File: config.mk
export PLATFORM = sky130hd
export DESIGN_NAME = uart_receiver_flat
export DESIGN_NICKNAME = d
export VERILOG_FILES = /design/src/rtl/uart_pkg.sv /design/src/rtl/uart_receiver_if.sv /design/src/rtl/uart_sync2.sv /design/src/rtl/uart_receiver.sv /design/src/flat_wrapper.sv
export SDC_FILE = /design/constraint.sdc
export NUM_CORES = 1
export LEC_CHECK = 0
export ABC_AREA = 1
export CAP_MARGIN = 20
export CORE_MARGIN = 2
export CORE_UTILIZATION = 35
export DETAILED_ROUTE_END_ITERATION = 7
export PLACE_DENSITY_LB_ADDON = 0.08
export SLEW_MARGIN = 40
export SYNTH_ARGS = -nofsm -noshare
export SYNTH_HDL_FRONTEND = slang
export SYNTH_HIERARCHICAL = 1
export SYNTH_SLANG_ARGS = --single-unit
File: constraint.sdc
create_clock -name i_clk -period 1.9 [get_ports i_clk]
set_clock_uncertainty 0.05 [all_clocks]
set_input_delay 0.19 -clock i_clk [delete_from_list [all_inputs] [get_ports i_clk]]
set_output_delay 0.19 -clock i_clk [all_outputs]
set_load 0.05 [all_outputs]
File: src/rtl/uart_pkg.sv
// Shared types and constants for the UART receive path.
package uart_pkg;

    localparam int unsigned UART_CLKS_PER_BIT_DEFAULT = 11;
    localparam int unsigned UART_DATA_W               = 8;

    typedef enum logic [2:0] {
        StIdle,
        StStart,
        StData,
        StStop,
        StBreak
    } rx_state_t;

endpackage

File: src/rtl/uart_receiver_if.sv
// Byte output channel of the UART receiver: valid/ready data plus error pulses.
interface uart_receiver_if;
    import uart_pkg::*;

    logic [UART_DATA_W-1:0] data;
    logic                   valid;
    logic                   ready;
    logic                   frame_err;
    logic                   overrun;

    modport master (
        output data,
        output valid,
        input  ready,
        output frame_err,
        output overrun
    );

    modport slave (
        input  data,
        input  valid,
        output ready,
        input  frame_err,
        input  overrun
    );

endinterface

File: src/rtl/uart_sync2.sv
// Two-flop synchroniser for an idle-high asynchronous line; resets to 1.
module uart_sync2 (
    input  logic i_clk,
    input  logic i_rst_n,
    input  logic i_d,
    output logic o_q
);

    logic r_meta;
    logic r_sync;

    // Capture the asynchronous input, then re-register to settle metastability.
    always_ff @(posedge i_clk or negedge i_rst_n) begin
        if (!i_rst_n) begin
            r_meta <= 1'b1;
            r_sync <= 1'b1;
        end else begin
            r_meta <= i_d;
            r_sync <= r_meta;
        end
    end

    assign o_q = r_sync;

endmodule

File: src/rtl/uart_receiver.sv
// 8N1 UART receiver: start validation, mid-bit sampling, stop check and a
// one-entry valid/ready output register with framing and overrun pulses.
module uart_receiver
    import uart_pkg::*;
#(
    parameter int unsigned CLKS_PER_BIT = UART_CLKS_PER_BIT_DEFAULT
) (
    input  logic            i_clk,
    input  logic            i_rst_n,
    input  logic            i_rx,
    uart_receiver_if.master bus
);

    localparam int unsigned HALF = (CLKS_PER_BIT - 1) / 2;
    // The first START cycle follows the entry edge, so a count of HALF-1 marks
    // the HALF-th edge after entry, which is the start-bit mid-point.
    localparam logic [7:0] START_LAST = 8'(HALF - 1);
    localparam logic [7:0] BIT_LAST   = 8'(CLKS_PER_BIT - 1);

    logic                   w_rx_s;
    rx_state_t              r_state,     w_state_next;
    logic [7:0]             r_cnt,       w_cnt_next;
    logic [2:0]             r_bidx,      w_bidx_next;
    logic [UART_DATA_W-1:0] r_shift,     w_shift_next;
    logic [UART_DATA_W-1:0] r_data,      w_data_next;
    logic                   r_valid,     w_valid_next;
    logic                   r_frame_err, w_frame_err_next;
    logic                   r_overrun,   w_overrun_next;

    uart_sync2 u_sync (
        .i_clk   (i_clk),
        .i_rst_n (i_rst_n),
        .i_d     (i_rx),
        .o_q     (w_rx_s)
    );

    // State, counters, shift register and output register.
    always_ff @(posedge i_clk or negedge i_rst_n) begin
        if (!i_rst_n) begin
            r_state     <= StIdle;
            r_cnt       <= '0;
            r_bidx      <= '0;
            r_shift     <= '0;
            r_data      <= '0;
            r_valid     <= 1'b0;
            r_frame_err <= 1'b0;
            r_overrun   <= 1'b0;
        end else begin
            r_state     <= w_state_next;
            r_cnt       <= w_cnt_next;
            r_bidx      <= w_bidx_next;
            r_shift     <= w_shift_next;
            r_data      <= w_data_next;
            r_valid     <= w_valid_next;
            r_frame_err <= w_frame_err_next;
            r_overrun   <= w_overrun_next;
        end
    end

    // Next-state logic: frame sequencing and output-register handshake.
    always_comb begin
        w_state_next     = r_state;
        w_cnt_next       = r_cnt;
        w_bidx_next      = r_bidx;
        w_shift_next     = r_shift;
        w_data_next      = r_data;
        w_valid_next     = r_valid & ~bus.ready;
        w_frame_err_next = 1'b0;
        w_overrun_next   = 1'b0;

        case (r_state)
            StIdle: begin
                if (!w_rx_s) begin
                    w_state_next = StStart;
                    w_cnt_next   = '0;
                end
            end
            StStart: begin
                if (r_cnt == START_LAST) begin
                    w_cnt_next  = '0;
                    w_bidx_next = '0;
                    // A line already back high at mid-start is a glitch.
                    w_state_next = w_rx_s ? StIdle : StData;
                end else begin
                    w_cnt_next = r_cnt + 8'd1;
                end
            end
            StData: begin
                if (r_cnt == BIT_LAST) begin
                    w_shift_next[r_bidx] = w_rx_s;
                    w_cnt_next           = '0;
                    w_bidx_next          = r_bidx + 3'd1;
                    if (r_bidx == 3'd7) begin
                        w_state_next = StStop;
                    end
                end else begin
                    w_cnt_next = r_cnt + 8'd1;
                end
            end
            StStop: begin
                if (r_cnt == BIT_LAST) begin
                    w_cnt_next = '0;
                    if (w_rx_s) begin
                        w_state_next = StIdle;
                        // Load when empty or when the held byte leaves this edge.
                        if (!r_valid || bus.ready) begin
                            w_data_next  = r_shift;
                            w_valid_next = 1'b1;
                        end else begin
                            w_overrun_next = 1'b1;
                        end
                    end else begin
                        w_frame_err_next = 1'b1;
                        w_state_next     = StBreak;
                    end
                end else begin
                    w_cnt_next = r_cnt + 8'd1;
                end
            end
            StBreak: begin
                if (w_rx_s) begin
                    w_state_next = StIdle;
                end
            end
            default: begin
                w_state_next = StIdle;
            end
        endcase
    end

    assign bus.data      = r_data;
    assign bus.valid     = r_valid;
    assign bus.frame_err = r_frame_err;
    assign bus.overrun   = r_overrun;

endmodule

File: src/flat_wrapper.sv
// flat-port wrapper written by rule: the top's interface ports become plain ports
module uart_receiver_flat import uart_pkg::*;
#(
    parameter int unsigned CLKS_PER_BIT = UART_CLKS_PER_BIT_DEFAULT
)
  (i_clk, i_rst_n, i_rx, bus_data, bus_valid, bus_ready, bus_frame_err, bus_overrun);
  uart_receiver_if bus_i ();
  input  logic i_clk;
  input  logic i_rst_n;
  input  logic i_rx;
  output wire logic [$bits(bus_i.data)-1:0] bus_data;
  output wire logic [$bits(bus_i.valid)-1:0] bus_valid;
  input wire logic [$bits(bus_i.ready)-1:0] bus_ready;
  output wire logic [$bits(bus_i.frame_err)-1:0] bus_frame_err;
  output wire logic [$bits(bus_i.overrun)-1:0] bus_overrun;
  assign bus_data = bus_i.data;
  assign bus_valid = bus_i.valid;
  assign bus_i.ready = bus_ready;
  assign bus_frame_err = bus_i.frame_err;
  assign bus_overrun = bus_i.overrun;
  uart_receiver #(.CLKS_PER_BIT(CLKS_PER_BIT)) u_core (.i_clk(i_clk), .i_rst_n(i_rst_n), .i_rx(i_rx), .bus(bus_i));
endmodule
==> Implementation_results.wiki, run 1 <==
{| class="wikitable"
! Metric !! Value
|-
| Result of the run || finished, final reports clean
|-
| Max Fclk || 0.585 GHz
|-
| Final Core Density || 44.0%
|-
| Average wire per standard cell || 11.0 um
|-
| # Post-CTS Setup Buffers || 0
|-
| Crit-path cells || clkdlybuf4s50_1
|-
| Number of register bits inferred by synthesis || 35
|-
| Post-synthesis share of cell area spent on xor and xnor gates || 2.01%
|-
| Proportion of synthesized area in mux cells || 0%
|-
| Critical path buffer and inverter count || 1
|-
| Post-route total power || 0.00212 W
|-
| Unique cell type count in the Yosys netlist || 26
|-
| Residual DRC count || 0
|-
| Nets || 228
|-
| Main area contributors after synthesis || sky130_fd_sc_hd__dfrtp_1 47%, sky130_fd_sc_hd__nand2_1 9.1%, sky130_fd_sc_hd__inv_1 6.3%
|-
| Launching element of the worst setup path || u_core/bus.data[5]
|-
| MaxCap Viol Count || 0
|-
| Initial antenna violation count || 0
|-
| Path length in cells of the critical path || 1
|-
| Synth warn || 6
|-
| Relative contribution of combinational cells to total power || 21.5%
|-
| FP Rows || 25
|-
| Register-to-register setup slack || 0.22 ns
|-
| Number of vias per cell || 4.58
|-
| Clk pin slew, worst setup/hold paths || 0.07 ns
|-
| Post-synth top area cell || sky130_fd_sc_hd__dfrtp_1
|-
| Global-route wire length before repair || 5.51 mm
|-
| Seq/Total Area, Yosys || 50.5%
|-
| Via count || 1314
|-
| Cells after synthesis || 198
|-
| CP Capture Type || output port
|-
| Overflow left after global routing || 0
|-
| Total core area || 0.00475 mm2
|-
| 1st-iter DRT viols || 79
|-
| Worst r2r dst || u_core/r_bidx[0]
|-
| Clock insertion delay at the later pin of the skew report || 0.28 ns
|-
| Dominant combinational cell family by area after synthesis || simple AND/OR/NAND/NOR gates
|-
| Clk network pwr share || 37.1%
|-
| Die outline area || 0.00555 mm2
|-
| Critical path start-end classification || flip-flop to output port
|-
| Reg-to-reg critical path startpoint || u_core/r_cnt[0]
|-
| Via count of the first global-routing pass || 1247
|-
| CTS sink cnt || 35
|-
| Leakage power of the design || 0.954 nW
|-
| Power density cells || 1010 mW/mm2
|-
| Endpoints failing hold || 0
|-
| Starting utilization of the core area || 36.6%
|-
| Fill cell count || 489
|-
| Ports || 15
|-
| Total iterations of the first detailed-routing run || 4
|-
| Avg Cell Area, Syn || 8.78 um2
|-
| Final Critical Period || 1.71 ns
|-
| Final setup vio count || 0
|-
| Area growth from synthesis to layout || 20.4%
|-
| Cell with the largest stage delay on the worst path || sky130_fd_sc_hd__clkdlybuf4s50_1
|-
| Worst-Margin Slew || 0.502 ns
|-
| Die span in y || 74.5 um
|-
| Endpoint arrival time on the critical path || 1.47 ns
|-
| Worst hold path class || input pin to asynchronous set/reset pin
|-
| HPWL reported at the end of detailed placement || 2.27 mm
|-
| Number of buffer cells added on primary ports || 14
|-
| Fraction of the cycle the final worst path needs || 90.0%
|-
| GRT Total Usage || 13.2%
|-
| CTS H-tree lvls || 2
|-
| Worst Reg2Reg Path Length in Cells || 7
|-
| Area share of the largest cell type after synthesis || 47.5%
|-
| Maximum buffer depth of the clock tree || 2
|-
| Net Sw Frac || 29.9%
|-
| Pin count of the biggest net entering global routing || 36
|-
| Final ANT Viol Nets || 0
|-
| Largest voltage drop on the vdd net || 0.661 mV
|-
| Post-Route Hold Slack || 0.262 ns
|-
| Top cell family by delay on the critical path || buffers and inverters
|-
| Total count of max-transition violations in the final report || 0
|-
| Final routed wirelength across all metal layers || 3.17 mm
|-
| Internal power || 0.00148 W
|-
| Power spent charging and discharging nets || 0.000633 W
|-
| Required time of the worst setup path || 1.66 ns
|-
| Endpoint of the most critical setup path || bus_data[5]
|-
| CTS root buf || sky130_fd_sc_hd__clkbuf_8
|-
| Largest stage delay, worst path || 0.81 ns
|-
| Final Wtd Congestion || 0.795
|-
| Synth Net Count || 207
|-
| Compound-Gate Fraction of Synth Area || 10.8%
|-
| Share of cells above drive strength 1 || 14.5%
|-
| Sequential cell fraction of total power || 41.4%
|-
| Basic-gate share of the synthesized area counting and, or, nand and nor cells || 25.1%
|-
| Relative max-transition margin || 66.4%
|-
| Ant. Diodes || 0
|-
| Clock buffers created by TritonCTS || 5
|-
| Adder-cell area share of the yosys netlist || 3.60%
|-
| Peak fanout along the critical path || 2
|-
| Worst Setup Start Kind || flip-flop
|-
| CTS tree || built
|-
| Width of the die || 74.5 um
|-
| Mapped Area || 0.00174 mm2
|}
cells in the mapped netlist:
cell type	count
sky130_fd_sc_hd__dfstp_2	2
sky130_fd_sc_hd__nand2_1	42
sky130_fd_sc_hd__a21oi_1	3
sky130_fd_sc_hd__nand4_1	1
sky130_fd_sc_hd__nand2_4	1
sky130_fd_sc_hd__nor3_2	1
sky130_fd_sc_hd__dfrtp_1	33
sky130_fd_sc_hd__nor2_4	2
sky130_fd_sc_hd__xnor2_1	1
sky130_fd_sc_hd__o21ai_2	9
sky130_fd_sc_hd__nand3_4	1
sky130_fd_sc_hd__nand2_2	2
sky130_fd_sc_hd__inv_1	29
sky130_fd_sc_hd__o21ai_0	16
sky130_fd_sc_hd__a31oi_1	1
sky130_fd_sc_hd__nand3_1	10
sky130_fd_sc_hd__o31ai_1	1
sky130_fd_sc_hd__nor3_4	1
sky130_fd_sc_hd__ha_1	5
sky130_fd_sc_hd__xor2_1	3
sky130_fd_sc_hd__buf_6	2
sky130_fd_sc_hd__nand3_2	1
sky130_fd_sc_hd__nor3_1	8
sky130_fd_sc_hd__inv_2	2
sky130_fd_sc_hd__nor2_1	20
sky130_fd_sc_hd__nand3b_1	1
registers in the layout, summed over array words and instances (netlist names):
signal                cells
u_core/bus.data           8
u_core/bus.frame_err      1
u_core/bus.overrun        1
u_core/bus.valid          1
u_core/r_bidx             3
u_core/r_cnt              8
u_core/r_shift            8
u_core/r_state            3
u_core/u_sync/o_q         1
u_core/u_sync/r_meta      1
layout by cell type, fill, tap and decap left out:
cell                               n
sky130_fd_sc_hd__a21oi_1           3
sky130_fd_sc_hd__a31oi_1           1
sky130_fd_sc_hd__buf_4             2
sky130_fd_sc_hd__bufinv_16         2
sky130_fd_sc_hd__clkbuf_1          1
sky130_fd_sc_hd__clkbuf_8          5
sky130_fd_sc_hd__clkdlybuf4s50_1  14
sky130_fd_sc_hd__dfrtp_1          33
sky130_fd_sc_hd__dfstp_2           2
sky130_fd_sc_hd__ha_1              5
sky130_fd_sc_hd__inv_1            29
sky130_fd_sc_hd__inv_2             2
sky130_fd_sc_hd__nand2_1          42
sky130_fd_sc_hd__nand2_2           2
sky130_fd_sc_hd__nand2_4           1
sky130_fd_sc_hd__nand3_1          10
sky130_fd_sc_hd__nand3_2           1
sky130_fd_sc_hd__nand3_4           1
sky130_fd_sc_hd__nand3b_1          1
sky130_fd_sc_hd__nand4_1           1
sky130_fd_sc_hd__nor2_1           20
sky130_fd_sc_hd__nor2_4            2
sky130_fd_sc_hd__nor3_1            7
sky130_fd_sc_hd__nor3_2            2
sky130_fd_sc_hd__nor3_4            1
sky130_fd_sc_hd__o21ai_0          16
sky130_fd_sc_hd__o21ai_2           9
sky130_fd_sc_hd__o31ai_1           1
sky130_fd_sc_hd__xnor2_1           1
sky130_fd_sc_hd__xor2_1            3
cell type report:
| type | count | area [um2] | share of cell area [%] |
|---|---|---|---|
| clock buffer | 6 | 72.6 | 3.47 |
| clock inverter | 2 | 60.1 | 2.87 |
| inverter | 31 | 116 | 5.56 |
| multi-input combinational | 130 | 727 | 34.7 |
| sequential | 35 | 878 | 42.0 |
| tap | 67 | 83.8 | 4.00 |
| timing repair buffer | 16 | 155 | 7.41 |
per-stage QoR:
step | instances | area [um2] | setup TNS [ns] | setup slack (ns)
5_1_grt | 287 | 2090 | -0.000234 | -0.000234
3_3_place_gp | 279 | 1960 | 0 | 0.251
3_5_place_dp | 279 | 1960 | 0 | 0.197
6_report | 287 | 2090 | 0 | 0.190
4_1_cts | 287 | 2090 | 0 | 0.174
2_1_floorplan | 198 | 1740 | 0 | 0.413
power by group through the flow:
| stage | Sequential [W] | Clock, W | Combinational (W) |
|---|---|---|---|
| after floorplan | 0.000874 | 0 | 0.000358 |
| after global placement | 0.000886 | 0 | 0.000450 |
| after detailed placement | 0.000889 | 0 | 0.000458 |
| after CTS | 0.000875 | 0.000812 | 0.000461 |
| after global routing | 0.000887 | 0.000851 | 0.000526 |
| final | 0.000876 | 0.000786 | 0.000454 |
per-layer routing:
metal,share of wire (%),up-vias,GRT usage [%]
met5,0,-,0
met4,1.7,0,4.76
met3,3.7,5,4.47
met2,45,28,20.6
met1,49,613,17.1
li1,-,668,-
repair_timing:
action	in CTS	in global routing
endpoints found under the setup margin	0	1
gates resized for setup	0	1
hold buffers	0	0
worst min-delay path by stage:
stage,from,cells past startpoint,to,slack [ns]
CTS,i_rx,1,u_core/u_sync/r_meta,0.25
floorplan,i_rst_n,0,u_core/bus.data[0],-0.16
finish,i_rst_n,2,u_core/r_state[2],0.26
global placement,u_core/u_sync/r_meta,0,u_core/u_sync/o_q,0.30
global route,i_rx,1,u_core/u_sync/r_meta,0.25
detailed placement,u_core/u_sync/r_meta,0,u_core/u_sync/o_q,0.30
cells by family (layout without fill, tap and decap cells):
logic type | after synthesis | after routing
DFF | 35 | 35
adders and majority gates | 5 | 5
xor gates and xnor gates | 4 | 4
AOI/OAI and AO/OA | 30 | 30
and+or+nand+nor | 91 | 91
buffers and inverters | 33 | 55
Power figures use the tool's default switching activity.
==> inputs of run 2 (changes only) <==
- CORE_ASPECT_RATIO: unset -> 0.6
==> Implementation_results.wiki, run 2 (same netlist as run 1, synthesis figures left out) <==
{| class="wikitable"
! Metric !! Value
|-
| Total iterations of the first detailed-routing run || 4
|-
| Total core area || 0.00468 mm2
|-
| Area growth from synthesis to layout || 19.6%
|-
| Worst Setup Start Kind || flip-flop
|-
| Starting utilization of the core area || 37.1%
|-
| Ports || 15
|-
| Endpoint arrival time on the critical path || 1.83 ns
|-
| Most common cell after layout, fill and taps aside || sky130_fd_sc_hd__nand2_1
|-
| Sequential cell fraction of total power || 43.1%
|-
| Initial antenna violation count || 0
|-
| Critical path start-end classification || flip-flop to flip-flop
|-
| CP Capture Type || flip-flop
|-
| Via count || 1294
|-
| Power spent charging and discharging nets || 0.000645 W
|-
| Number of vias per cell || 4.56
|-
| Final setup margin || 0.187 ns
|-
| # Post-CTS Setup Buffers || 0
|-
| Setup Total Neg Slack || 0 ns
|-
| Unrepaired setup endpoints after global routing || no
|-
| Final setup vio count || 0
|-
| Residual DRC count || 0
|-
| MaxCap Viol Count || 0
|-
| Largest stage delay, worst path || 0.42 ns
|-
| Result of the run || finished, final reports clean
|-
| Top cell family by delay on the critical path || compound AO/OA/AOI/OAI gates
|-
| Clk network pwr share || 33.5%
|-
| Final Critical Period || 1.71 ns
|-
| Net Sw Frac || 31.6%
|-
| Clock buffers created by TritonCTS || 5
|-
| Cell with the largest stage delay on the worst path || sky130_fd_sc_hd__dfrtp_1
|-
| Peak fanout along the critical path || 5
|-
| Total count of max-transition violations in the final report || 0
|-
| CTS sink cnt || 35
|-
| Average wire per standard cell || 11.6 um
|-
| Number of buffer cells added on primary ports || 14
|-
| Filler-free cell count of the finished design || 284
|-
| Power density cells || 979 mW/mm2
|-
| Pre-CTS WS || 0.157 ns
|-
| Final ANT Viol Nets || 0
|-
| Leakage power of the design || 0.959 nW
|-
| Crit-path cells || inv_1 > ha_1 > nand3_1 > o21ai_0 > o21ai_2 > nor2_1 > nor2_1
|-
| Worst hold path class || input pin to asynchronous set/reset pin
|-
| Final Core Density || 44.4%
|-
| Critical path's most frequent cell || sky130_fd_sc_hd__nor2_1
|-
| Width of the die || 95.0 um
|-
| Overflow left after global routing || 0
|-
| Clk pin slew, worst setup/hold paths || 0.07 ns
|-
| Reg-to-reg critical path startpoint || u_core/r_cnt[0]
|-
| Clock insertion delay at the later pin of the skew report || 0.28 ns
|-
| Relative contribution of combinational cells to total power || 23.4%
|-
| Internal power || 0.00139 W
|-
| Fraction of the cycle the final worst path needs || 90.2%
|-
| Commonest cells after routing, fill and taps aside || 42 x sky130_fd_sc_hd__nand2_1, 33 x sky130_fd_sc_hd__dfrtp_1, 29 x sky130_fd_sc_hd__inv_1
|-
| FP Rows || 19
|-
| Worst-Margin Slew || 0.505 ns
|-
| Die span in y || 58.6 um
|-
| GRT Total Usage || 14.4%
|-
| Required time of the worst setup path || 2.01 ns
|-
| 1st-iter DRT viols || 63
|-
| Die outline area || 0.00557 mm2
|-
| CTS H-tree lvls || 2
|-
| Largest voltage drop on the vdd net || 0.564 mV
|-
| Ant. Diodes || 0
|-
| CTS tree || built
|-
| HPWL reported at the end of detailed placement || 2.57 mm
|-
| Final routed wirelength across all metal layers || 3.29 mm
|-
| Final Wtd Congestion || 0.852
|-
| Critical path buffer and inverter count || 1
|-
| Via count of the first global-routing pass || 1227
|-
| Dpl cells || 276
|-
| Max Fclk || 0.584 GHz
|-
| Global-route wire length before repair || 5.93 mm
|-
| Maximum buffer depth of the clock tree || 2
|-
| Launching element of the worst setup path || u_core/r_cnt[0]
|-
| Pin count of the biggest net entering global routing || 19
|-
| Nets || 229
|-
| Relative max-transition margin || 66.2%
|-
| Share of cells above drive strength 1 || 15.4%
|-
| CTS root buf || sky130_fd_sc_hd__clkbuf_8
|-
| Endpoints failing hold || 0
|}
[run 2: stage by stage]
step	hold slack, ns	cell area [um2]	total power (W)
6_report	0.222	2080	0.00204
5_1_grt	0.244	2080	0.00219
4_1_cts	0.220	2080	0.00207
3_5_place_dp	0.297	1960	0.00136
3_3_place_gp	0.299	1960	0.00135
2_1_floorplan	-0.156	1740	0.00123
[run 2: worst reg2reg max path: cells and delay by family, from the launching register on]
family,cells,cell delay (ns)
compound gates,2,0.45
buf+inv,1,0.10
fa+ha+maj,1,0.15
simple gates,3,0.43
flops,1,0.42
[run 2: path summary, 6_finish.rpt]
kind                                         to  slack, ns  depth (start not counted)
max                             u_core/r_cnt[2]       0.19                          7
min                            u_core/r_bidx[2]       0.22                          2
max reg2reg                     u_core/r_cnt[2]       0.19                          7
min reg2reg                   u_core/u_sync/o_q       0.31                          0
max in group asynchronous     u_core/u_sync/o_q       1.32                          2
min in group i_clk         u_core/u_sync/r_meta       0.25                          1
[run 2: layout make-up]
class	count	area [um2]
tap	63	78.8
sequential	35	878
clock buffer	6	82.6
timing repair buffer	17	163
clock inverter	2	35.0
multi-input combinational	130	727
fill	439	2600
inverter	31	116
[run 2: what timing repair did]
action,CTS,global route
endpoints found under the setup margin,0,1
hold buffers,0,0
resized for setup,0,1
[run 2: routing by layer]
layer	GRT usage, %	vias to the layer above	share of wire (%)	wire length (um)
met3	4.48	3	5.4	178
met4	5.59	0	0.91	30
met2	18.2	32	38	1250
met5	0	-	0	0
li1	-	675	-	-
met1	22.4	584	56	1840
[run 2: power groups by stage]
stage	registers, W	logic [W]	clock network, W
final	0.000878	0.000477	0.000682
after global routing	0.000889	0.000549	0.000755
after CTS	0.000877	0.000475	0.000720
after detailed placement	0.000891	0.000473	0
after global placement	0.000888	0.000465	0
after floorplan	0.000874	0.000358	0
